--- config.mk ---
export PLATFORM = sky130hd
export DESIGN_NAME = stack_seq_flat
export DESIGN_NICKNAME = d
export VERILOG_FILES = /design/src/rtl/stack_seq_if.sv /design/src/rtl/stack_seq.sv /design/src/flat_wrapper.sv
export SDC_FILE = /design/constraint.sdc
export NUM_CORES = 1
export LEC_CHECK = 0
export ABC_AREA = 1
export CAP_MARGIN = 40
export CORE_MARGIN = 10
export CORE_UTILIZATION = 40
export DETAILED_ROUTE_END_ITERATION = 16
export PLACE_DENSITY = 0.6
export SYNTH_ARGS = -nofsm -noshare
export SYNTH_HDL_FRONTEND = slang
export SYNTH_SLANG_ARGS = --single-unit
export TNS_END_PERCENT = 20
--- constraint.sdc ---
create_clock -name clk -period 4.4 [get_ports clk]
set_clock_uncertainty 0.05 [all_clocks]
set_input_delay 0.88 -clock clk [delete_from_list [all_inputs] [get_ports clk]]
set_output_delay 0.88 -clock clk [all_outputs]
set_load 0.01 [all_outputs]
--- src/rtl/stack_seq_if.sv ---
// Request/response and byte-wide memory bus for the 8085 stack sequencer.
// slave is the sequencer's view; master is the view of control plus memory.
interface stack_seq_if #(
  parameter int ADDRSIZE = 16,
  parameter int DATASIZE = 8
);
  logic                    req_valid;
  logic [1:0]              req_op;
  logic [2*DATASIZE-1:0]   req_data;
  logic                    req_ready;
  logic                    resp_valid;
  logic [2*DATASIZE-1:0]   resp_data;
  logic [ADDRSIZE-1:0]     sp_out;
  logic                    mem_req;
  logic                    mem_we;
  logic [ADDRSIZE-1:0]     mem_addr;
  logic [DATASIZE-1:0]     mem_wdata;
  logic [DATASIZE-1:0]     mem_rdata;
  logic                    mem_ack;

  modport slave (
    input  req_valid, req_op, req_data, mem_rdata, mem_ack,
    output req_ready, resp_valid, resp_data, sp_out,
           mem_req, mem_we, mem_addr, mem_wdata
  );

  modport master (
    output req_valid, req_op, req_data, mem_rdata, mem_ack,
    input  req_ready, resp_valid, resp_data, sp_out,
           mem_req, mem_we, mem_addr, mem_wdata
  );
endinterface

--- src/rtl/stack_seq.sv ---
// 8085 stack-pointer sequencer: owns SP and splits each 16-bit PUSH/POP into
// two byte memory cycles, committing the SP +/-2 adjust once at completion.
module stack_seq #(
  parameter int                  ADDRSIZE = 16,
  parameter int                  DATASIZE = 8,
  parameter logic [ADDRSIZE-1:0] SP_RESET = '0
) (
  input  logic        clk,
  input  logic        rst_n,
  stack_seq_if.slave  bus
);

  localparam int OPW = 2 * DATASIZE;
  localparam logic [1:0] OP_PUSH = 2'b00;
  localparam logic [1:0] OP_POP  = 2'b01;
  localparam logic [1:0] OP_LOAD = 2'b10;

  typedef enum logic [1:0] {IDLE, CYC1, CYC2, DONE} state_t;

  state_t                r_state;
  logic [1:0]            r_op;
  logic [OPW-1:0]        r_data;
  logic [ADDRSIZE-1:0]   r_sp;
  logic                  r_req_ready;
  logic                  r_resp_valid;
  logic [OPW-1:0]        r_resp_data;
  logic                  r_mem_req;
  logic                  r_mem_we;
  logic [ADDRSIZE-1:0]   r_mem_addr;
  logic [DATASIZE-1:0]   r_mem_wdata;

  // SP neighbours; all arithmetic wraps modulo 2^ADDRSIZE
  logic [ADDRSIZE-1:0]   w_sp_m1, w_sp_m2, w_sp_p1, w_sp_p2, w_load_sp;
  assign w_sp_m1   = r_sp - ADDRSIZE'(1);
  assign w_sp_m2   = r_sp - ADDRSIZE'(2);
  assign w_sp_p1   = r_sp + ADDRSIZE'(1);
  assign w_sp_p2   = r_sp + ADDRSIZE'(2);
  assign w_load_sp = ADDRSIZE'(bus.req_data);

  always_ff @(posedge clk or negedge rst_n) begin
    if (!rst_n) begin
      r_state      <= IDLE;
      r_op         <= OP_PUSH;
      r_data       <= '0;
      r_sp         <= SP_RESET;
      r_req_ready  <= 1'b1;
      r_resp_valid <= 1'b0;
      r_resp_data  <= '0;
      r_mem_req    <= 1'b0;
      r_mem_we     <= 1'b0;
      r_mem_addr   <= '0;
      r_mem_wdata  <= '0;
    end else begin
      r_resp_valid <= 1'b0;
      case (r_state)
        IDLE: begin
          if (bus.req_valid) begin
            r_op        <= bus.req_op;
            r_data      <= bus.req_data;
            r_req_ready <= 1'b0;
            if (bus.req_op == OP_PUSH) begin
              r_state     <= CYC1;
              r_mem_req   <= 1'b1;
              r_mem_we    <= 1'b1;
              r_mem_addr  <= w_sp_m1;
              r_mem_wdata <= bus.req_data[OPW-1:DATASIZE];
            end else if (bus.req_op == OP_POP) begin
              r_state     <= CYC1;
              r_mem_req   <= 1'b1;
              r_mem_we    <= 1'b0;
              r_mem_addr  <= r_sp;
            end else begin
              if (bus.req_op == OP_LOAD) r_sp <= w_load_sp;
              r_state <= DONE;
            end
          end
        end
        CYC1: begin
          // high byte goes first on PUSH so the stack grows down byte by byte
          if (bus.mem_ack) begin
            r_state <= CYC2;
            if (r_op == OP_PUSH) begin
              r_mem_addr  <= w_sp_m2;
              r_mem_wdata <= r_data[DATASIZE-1:0];
            end else begin
              r_mem_addr             <= w_sp_p1;
              r_data[DATASIZE-1:0]   <= bus.mem_rdata;
            end
          end
        end
        CYC2: begin
          if (bus.mem_ack) begin
            r_state   <= DONE;
            r_mem_req <= 1'b0;
            r_mem_we  <= 1'b0;
            if (r_op == OP_POP) r_data[OPW-1:DATASIZE] <= bus.mem_rdata;
          end
        end
        DONE: begin
          r_state      <= IDLE;
          r_req_ready  <= 1'b1;
          r_resp_valid <= 1'b1;
          r_resp_data  <= (r_op == OP_POP) ? r_data : '0;
          if (r_op == OP_PUSH)     r_sp <= w_sp_m2;
          else if (r_op == OP_POP) r_sp <= w_sp_p2;
        end
      endcase
    end
  end

  assign bus.req_ready  = r_req_ready;
  assign bus.resp_valid = r_resp_valid;
  assign bus.resp_data  = r_resp_data;
  assign bus.sp_out     = r_sp;
  assign bus.mem_req    = r_mem_req;
  assign bus.mem_we     = r_mem_we;
  assign bus.mem_addr   = r_mem_addr;
  assign bus.mem_wdata  = r_mem_wdata;

endmodule

--- src/flat_wrapper.sv ---
// flat-port wrapper written by rule: the top's interface ports become plain ports
module stack_seq_flat 
#(
  parameter int                  ADDRSIZE = 16,
  parameter int                  DATASIZE = 8,
  parameter logic [ADDRSIZE-1:0] SP_RESET = '0
)
  (clk, rst_n, bus_req_valid, bus_req_op, bus_req_data, bus_mem_rdata, bus_mem_ack, bus_req_ready, bus_resp_valid, bus_resp_data, bus_sp_out, bus_mem_req, bus_mem_we, bus_mem_addr, bus_mem_wdata);
  stack_seq_if #(.ADDRSIZE(ADDRSIZE), .DATASIZE(DATASIZE)) bus_i ();
  input  logic clk;
  input  logic rst_n;
  input wire logic [$bits(bus_i.req_valid)-1:0] bus_req_valid;
  input wire logic [$bits(bus_i.req_op)-1:0] bus_req_op;
  input wire logic [$bits(bus_i.req_data)-1:0] bus_req_data;
  input wire logic [$bits(bus_i.mem_rdata)-1:0] bus_mem_rdata;
  input wire logic [$bits(bus_i.mem_ack)-1:0] bus_mem_ack;
  output wire logic [$bits(bus_i.req_ready)-1:0] bus_req_ready;
  output wire logic [$bits(bus_i.resp_valid)-1:0] bus_resp_valid;
  output wire logic [$bits(bus_i.resp_data)-1:0] bus_resp_data;
  output wire logic [$bits(bus_i.sp_out)-1:0] bus_sp_out;
  output wire logic [$bits(bus_i.mem_req)-1:0] bus_mem_req;
  output wire logic [$bits(bus_i.mem_we)-1:0] bus_mem_we;
  output wire logic [$bits(bus_i.mem_addr)-1:0] bus_mem_addr;
  output wire logic [$bits(bus_i.mem_wdata)-1:0] bus_mem_wdata;
  assign bus_i.req_valid = bus_req_valid;
  assign bus_i.req_op = bus_req_op;
  assign bus_i.req_data = bus_req_data;
  assign bus_i.mem_rdata = bus_mem_rdata;
  assign bus_i.mem_ack = bus_mem_ack;
  assign bus_req_ready = bus_i.req_ready;
  assign bus_resp_valid = bus_i.resp_valid;
  assign bus_resp_data = bus_i.resp_data;
  assign bus_sp_out = bus_i.sp_out;
  assign bus_mem_req = bus_i.mem_req;
  assign bus_mem_we = bus_i.mem_we;
  assign bus_mem_addr = bus_i.mem_addr;
  assign bus_mem_wdata = bus_i.mem_wdata;
  stack_seq #(.ADDRSIZE(ADDRSIZE), .DATASIZE(DATASIZE), .SP_RESET(SP_RESET)) u_core (.clk(clk), .rst_n(rst_n), .bus(bus_i));
endmodule
==> results of run 1 <==
-- critical path, cell delays in order --
cell             delay, ns
clkdlybuf4s50_1       0.54
inv_1                 0.08
o21ai_0               0.15
nand3_1               0.34
inv_1                 0.57
o21ai_0               0.22
o22ai_1               0.15
-- cells in the final DEF, fill, tap and decap left out, drive strengths merged --
| cell | count |
|---|---|
| nor3 | 3 |
| nor2 | 92 |
| dfrtp | 79 |
| inv | 62 |
| o21ai | 65 |
| a31oi | 18 |
| a22oi | 1 |
| mux2i | 1 |
| o211ai | 2 |
| xnor2 | 1 |
| a211oi | 1 |
| nand4 | 5 |
| nor4 | 1 |
| xor2 | 15 |
| nand2 | 224 |
| ha | 9 |
| nand3 | 79 |
| buf | 7 |
| bufinv | 1 |
| clkbuf | 12 |
| clkinv | 3 |
| clkdlybuf4s50 | 88 |
| dfstp | 1 |
| a22o | 1 |
| o22ai | 5 |
| or2 | 1 |
| a21oi | 39 |
-- cell usage after synthesis (all sizes together) --
cell type / n / area (sq um)
nor4: 1 / 6.260
o21ai: 65 / 329.1
nor3: 3 / 31.28
dfstp: 1 / 26.28
a211oi: 1 / 20.02
dfrtp: 79 / 1977
or2: 1 / 8.760
o22ai: 5 / 31.28
inv: 62 / 232.7
a21oi: 39 / 202.7
a22oi: 1 / 7.510
clkbuf: 12 / 45.04
a31oi: 18 / 112.6
mux2i: 1 / 10.01
o211ai: 2 / 15.01
nor2: 92 / 402.9
nand3: 79 / 407.9
a22o: 1 / 8.760
nand4: 5 / 31.28
buf: 28 / 162.7
nand2: 224 / 845.8
xnor2: 1 / 8.760
xor2: 15 / 131.4
ha: 9 / 112.6
-- metal layers --
layer  track usage, %  vias up
met4            6.771        0
met1            24.01     2400
met3            3.684       29
met2            30.67      184
met5                0        -
li1                 -     2547
-- cell families (layout without fill, tap and decap cells) --
logic type	after synthesis	count (layout)	synth area share (%)
flops	80	80	38.77
buf+inv	102	173	8.523
simple gates	405	405	33.56
compound gates	132	132	14.07
xor+xnor	16	16	2.712
fa+ha+maj	9	9	2.179
mux	1	1	0.1937
-- through the flow --
stage,utilization [%],instance area [sq um]
floorplan,-,5167
global placement,48.34,6101
detailed placement,48.56,6128
CTS,51.01,6437
global route,51.01,6437
finish,51.01,6437
-- power groups by stage --
stage          logic [mW]  clock network [mW]  registers [mW]
6_report             2.96               0.786            1.49
5_1_grt              3.32               0.826            1.54
4_1_cts              2.98               0.800            1.49
3_5_place_dp         2.97                   0            1.50
3_3_place_gp         2.91                   0            1.48
2_1_floorplan        1.96                   0            1.44
-- registers in the layout (all words and copies together), names as in the netlist --
name,cells
u_core.bus.mem_addr,16
u_core.bus.mem_req,1
u_core.bus.mem_wdata,8
u_core.bus.mem_we,1
u_core.bus.req_ready,1
u_core.bus.resp_data,16
u_core.bus.resp_valid,1
u_core.bus.sp_out,16
u_core.r_data,16
u_core.r_op,2
u_core.r_state,2
-- path summary, 6_finish.rpt --
kind / end / slack, ns / cells past startpoint
worst max-delay path: u_core.bus.sp_out[2] / 1.68 / 7
worst min-delay path: u_core.r_op[1] / 0.36 / 1
worst max register to register: u_core.bus.sp_out[2] / 1.70 / 8
worst min register to register: u_core.bus.resp_data[7] / 0.43 / 2
max in group asynchronous: u_core.r_data[3] / 3.34 / 2
min in group clk: u_core.bus.resp_data[7] / 0.43 / 2
-- cell type report --
class	instances	area share (%)
Clock buffer	12	3.984
Clock inverter	4	0.8163
Inverter	62	3.615
Multi-Input combinational cell	563	42.31
Sequential cell	80	31.12
Tap cell	172	3.343
Timing Repair Buffer	95	14.81
==> run summary, run 1 <==
In this run the top signal layer used is met4. The number of unique standard cell types used by synthesis is 37. The detail route stage leaves a number of antenna-violating nets equal to 0. The worst slew margin relative to its limit is 51.07%. The top fanout value on the critical path came out at 20.

The run finished with clean final reports. The H-tree generated during clock tree synthesis spans 3 levels. In the routed design, unresolved DRC markers number 0. The sum of met2 wire segment lengths after detailed routing came out at 7896 um. The share of the clock period used by the worst path came out at 61.90%. Combinational logic burns 56.5% of the power.

The number of top-level pins came out at 90. The final weighted congestion of routability-driven global placement came out at 0.9015. The final layout contains routed wiring with a total length of 16810 um. The number of antenna violations at the first check in global routing was 0. The cell leakage power came out at 2.940 nW. The synthesized instance count is 745. The layout overhead on the synthesized area is 24.58%.

The maximum number of pins on one net before global-route repair came out at 66. The worst slack after detailed placement came out at 1.327 ns. The largest buffer count on any clock path is 2. The mean area per synthesized cell came out at 6.936 sq um. The number of global-route vias before repair is 5021.

The fraction of power spent switching nets is 47.67%. The measured slew at the worst slew-check pin came out at 0.7331 ns. The post-synthesis sequential element count came out at 80. The critical path class is primary input to register.

The data required time of the critical path is 4.62 ns. TritonCTS built the clock tree. The tool flagged a number of max-cap violations equal to 0. The number of nets handed over by synthesis was 784. Tracing the worst setup path back leads to its startpoint at bus_req_op[1]. The power dissipated by switching net loads came out at 2.496 mW. Detailed placement finished with a half-perimeter wire length of 12430 um. The fmax came out at 367.2 MHz. The final worst-path setup slack came out at 1.677 ns.

The number of gates resized after cts came out at 0. Excluding fillers, the count of instances in the completed layout stands at 988. The clock net sink count came out at 80.

The worst supply voltage drop on vdd is 0.0003599 V. The violation count after the first detailed-route iteration came out at 566. The first detailed-routing pass took 5 iterations. The latest clock arrival within the worst-skew pair came out at 0.35 ns.

The number of fillers in the final layout is 1305. The portion of the post-synthesis area used by sequential elements came out at 38.77%. The core region is 0.01262 sq mm.

The layout cell share with drive strength beyond 1 is 6.127%. Setup violations remaining at the end of the flow were counted as 0. The global routing usage summed across all routing layers came out at 18.77%. The arrival time at the worst endpoint came out at 2.94 ns. After detailed routing, the wire length on met1 is 7496 um. The internal portion of the total power is 2.739 mW. The initialized floorplan defines 41 standard-cell rows. The first global-routing pass estimated 26930 um of wire. The area occupied by multi-input gates is 0.002724 sq mm. In the final routed layout, each cell accounts on average for 17.01 um. In this run, CTS created clock tree buffers numbering 9.

The die is 133.7 um wide. Hold is met by 0.3574 ns. The clock transition at the registers of the reported paths is 0.06 ns. The average vias per placed instance is 5.223. The initial core utilization is 40.95%. The routed layout has 5160 vias. The worst setup path is captured at a register.

The count of final max-slew check failures came to 0. The ratio of total power to cell area is 813.2 mW/mm^2. The type of the tightest min-delay check is primary input to async pin.

The register area came out at 0.002003 sq mm. Clock tree synthesis selected as its root buffer the cell clkbuf_16. From bottom edge to top edge, the die measures 133.7 um. Setup repair after global routing left no endpoint under its margin. The number of input and output port buffers inserted came out at 89. The die covers 0.01787 sq mm. In this run the critical register-to-register path is launched from u_core.r_state[0]. The post-CTS repair timing setup buffer count came out at 0. The aggregate negative setup slack is 0 ns. The Yosys step of the flow raised 0 warnings. The post-route minimum period came out at 2.724 ns. The residual overflow from global routing is 0.

The part of the power in the clock network is 15.0%. The cell area that synthesis handed to floorplanning was 0.005167 sq mm. The number of hold violations in the final report is 0. The count of antenna diodes in the layout came out at 0. The number of hold-repair buffers added at the cts stage is 0.

The sequential share of power is 28.5%. The number of cells in the design after placement is 972. The overall power after layout is 5.235 mW.

The routed design uses 1011 um of met3 wire. STA classifies the critical path startpoint as a primary input. After the last flow step, the layout net total stands at 850.
Note: power is estimated with default switching activity, not from simulation.
==> run 2: changes to the inputs <==
Clock period 4.4 ns to 2.6 ns, I/O delays scaled along.
==> run 2 against run 1 <==
Cell area increased by 1.5%. Global-route usage rose by 1.3 points. Worst setup slack got worse by 1.4 ns. Combinational power up 76%. Total power is 74% higher. Critical path depth increased by 3. Die area unchanged. Clock power up 74%. Via count grew 2.6%. Critical path type is now register to register. Critical endpoint is now u_core.bus.mem_addr[7]. Largest cell class unchanged. Highest routed layer unchanged.
==> run summary, run 2 (same netlist as run 1, synthesis figures left out) <==
The flow ran to the end, and the final reports show no timing, DRC or antenna violations. The critical path goes through inv_1 -> ha_1 -> nand2_2 -> nor2_2 -> buf_4 -> xor2_1 -> nand2_1 -> o211ai_1 -> nand2_1 -> nand2_1. The critical path class is register to register. The final wirelength was 17790 um (+5.8%). The cell type with the highest occurrence count on the critical path is nand2_1.

The post-route minimum period came out at 2.293 ns. The top fanout value on the critical path is 9 (-55%). The tree is rooted in a clkbuf_16. The max-cap check violation count is 0 (unchanged). The number of global-route vias before repair is 5281 (+5.2%). The die footprint was 0.01787 sq mm (unchanged). The final-stage net count came to 863 (+1.5%). The detailed-route wire length per cell came out at 17.77 um (+4.4%).

The fmax came out at 436.2 MHz. The count of final max-slew check failures is 0 (unchanged). In this design, the largest share of critical-path delay is due to simple AND/OR/NAND/NOR gates. The number of failing setup endpoints in the final timing report came out at 0 (unchanged). The global-route wire length before repair is 28850 um (+7.1%).

The slowest stage of the critical path belongs to the cell dfrtp_1. The power dissipated by switching net loads is 4.353 mW (+74%). The most common cell after layout, fill and taps aside is nand2_1. The clock transition at the registers of the reported paths was 0.07 ns (about the same). The average vias per placed instance came to 5.289 (+1.3%). The aggregate negative setup slack is 0 ns (unchanged).

The part of the power in the clock network is 15.1% (about the same). The internal power of the cells came out at 4.757 mW (+74%). The number of hold-repair buffers added at the cts stage is 0 (unchanged). The violation count after the first detailed-route iteration came out at 687 (+21%).

The number of gates resized after cts was 0 (unchanged). Setup repair after global routing left no endpoint under its margin. The floorplan die height came to 133.7 um (unchanged).

The latest clock arrival within the worst-skew pair was 0.35 ns (about the same). The number of input and output port buffers inserted is 89 (unchanged). The measured slew at the worst slew-check pin came to 0.5484 ns (-0.1847 ns). The largest stage delay on the critical path is 0.47 ns (-0.10 ns). The arrival time at the worst endpoint is 2.53 ns (-0.41 ns).

The worst supply voltage drop on vdd is 0.0005230 V (+45%). The worst slew margin relative to its limit is 63.32% (+12 points). The element type at the critical path end is a register. The count of antenna diodes in the layout came out at 0 (unchanged).

The clock tree from TritonCTS is done. The library cells used most frequently in the layout, excluding fill and tap cells, are nand2_1 (222), clkdlybuf4s50_1 (88), dfrtp_1 (79). The number of optimization iterations in the first detailed-route pass came out at 6 (+1). The ratio of total power to cell area is 1394 mW/mm^2 (+71%).

The number of rows created at floorplan came out at 41 (unchanged). The worst setup path is launched from a register. The core utilization of the finished layout came to 51.77% (+0.76 points). The residual overflow from global routing is 0 (unchanged). The fraction of power spent switching nets came to 47.78% (+0.11 points). The largest buffer count on any clock path came out at 2 (unchanged).

The overall via count from detail_route came out at 5294 (+2.6%). The overall power after layout is 9.111 mW (+74%). The layout overhead on the synthesized area is 26.44%. The core area came to 0.01262 sq mm (unchanged). The relative contribution of combinational cells to total power is 57.2% (+0.7 points). The maximum number of pins on one net before global-route repair came out at 56 (-15%).

The layout cell share with drive strength beyond 1 is 7.720% (+1.6 points). The number of cells traversed by the worst register-to-register path came out at 10 (+2). The clock net sink count is 80 (unchanged). The post-CTS repair timing setup buffer count came out at 0 (unchanged).

The final weighted congestion of routability-driven global placement came to 0.9011 (about the same). The initial core utilization is 40.95% (unchanged). The data required time of the critical path was 2.84 ns (-1.78 ns). The number of CTS-inserted buffers is 9 (unchanged). The cell leakage power came to 2.998 nW (+2.0%). The half-perimeter wire length of the detailed placement result came out at 13390 um (+7.7%). The global routing usage summed across all routing layers came out at 20.03% (+1.3 points). The sequential share of power was 27.7% (-0.8 points). The path class of the tightest hold or removal check is primary input to async pin. The number of remaining DRC errors came out at 0 (unchanged). The number of buffer and inverter instances along the worst setup path is 2 (-1). The number of H-tree levels is 3 (unchanged). In the finished design, the share of the clock period the worst path needs comes to 88.18%. The remaining antenna violation count after routing is 0 (unchanged).

The number of hold violations in the final report is 0 (unchanged). The number of top-level pins is 90 (unchanged). The number of antenna violations at the first check in global routing is 0 (unchanged). The number of cells on the critical path came out at 10 (+3). The horizontal die dimension came to 133.7 um (unchanged).
[run 2: worst register-to-register path, stage by stage, from the launching register on]
cell and delay (ns):
dfrtp_1 0.47, inv_1 0.24, ha_1 0.23, nand2_2 0.10
nor2_2 0.34, buf_4 0.21, xor2_1 0.16, nand2_1 0.12
o211ai_1 0.17, nand2_1 0.09, nand2_1 0.06
[run 2: through the flow]
stage	setup WS (ns)	area (sq um)	cells	hold slack, ns
after floorplan	0.8656	5167	745	0.1744
after global routing	0.07987	6534	1001	0.06095
after detailed placement	0.2615	6218	985	0.4147
final	0.3073	6534	1001	0.04786
after CTS	0.3120	6534	1001	0.05580
after global placement	0.3150	6218	985	0.4117
[run 2: power by group through the flow]
stage / sequential, mW / clock (mW) / combinational (mW)
floorplan: 2.44 / 0 / 3.31
global placement: 2.51 / 0 / 5.17
detailed placement: 2.53 / 0 / 5.22
CTS: 2.52 / 1.39 / 5.25
global route: 2.61 / 1.44 / 5.84
finish: 2.52 / 1.37 / 5.21
[run 2: layout make-up]
class,instances,area [sq um]
clock buffer,11,252.7
multi-input combinational,563,2724
fill,1315,6086
timing repair buffer,108,1044
sequential,80,2003
tap,172,215.2
clock inverter,5,62.56
inverter,62,232.7
[run 2: final timing paths]
kind,start,endpoint,slack [ns]
max,u_core.bus.sp_out[1],u_core.bus.mem_addr[7],0.31
min reg2reg,u_core.bus.resp_data[14],u_core.bus.resp_data[14],0.42
min in group clk,u_core.bus.resp_data[14],u_core.bus.resp_data[14],0.42
max reg2reg,u_core.bus.sp_out[1],u_core.bus.mem_addr[7],0.31
max in group asynchronous,rst_n,u_core.bus.sp_out[10],1.81
min,rst_n,u_core.bus.resp_valid,0.05
[run 2: metal layers]
metal	vias to the layer above	share of wire, %	global-route usage [%]
li1	2572	-	-
met1	2486	44	25.71
met2	198	47	32.24
met3	38	6.1	3.872
met4	0	2.7	8.222
met5	-	0	0
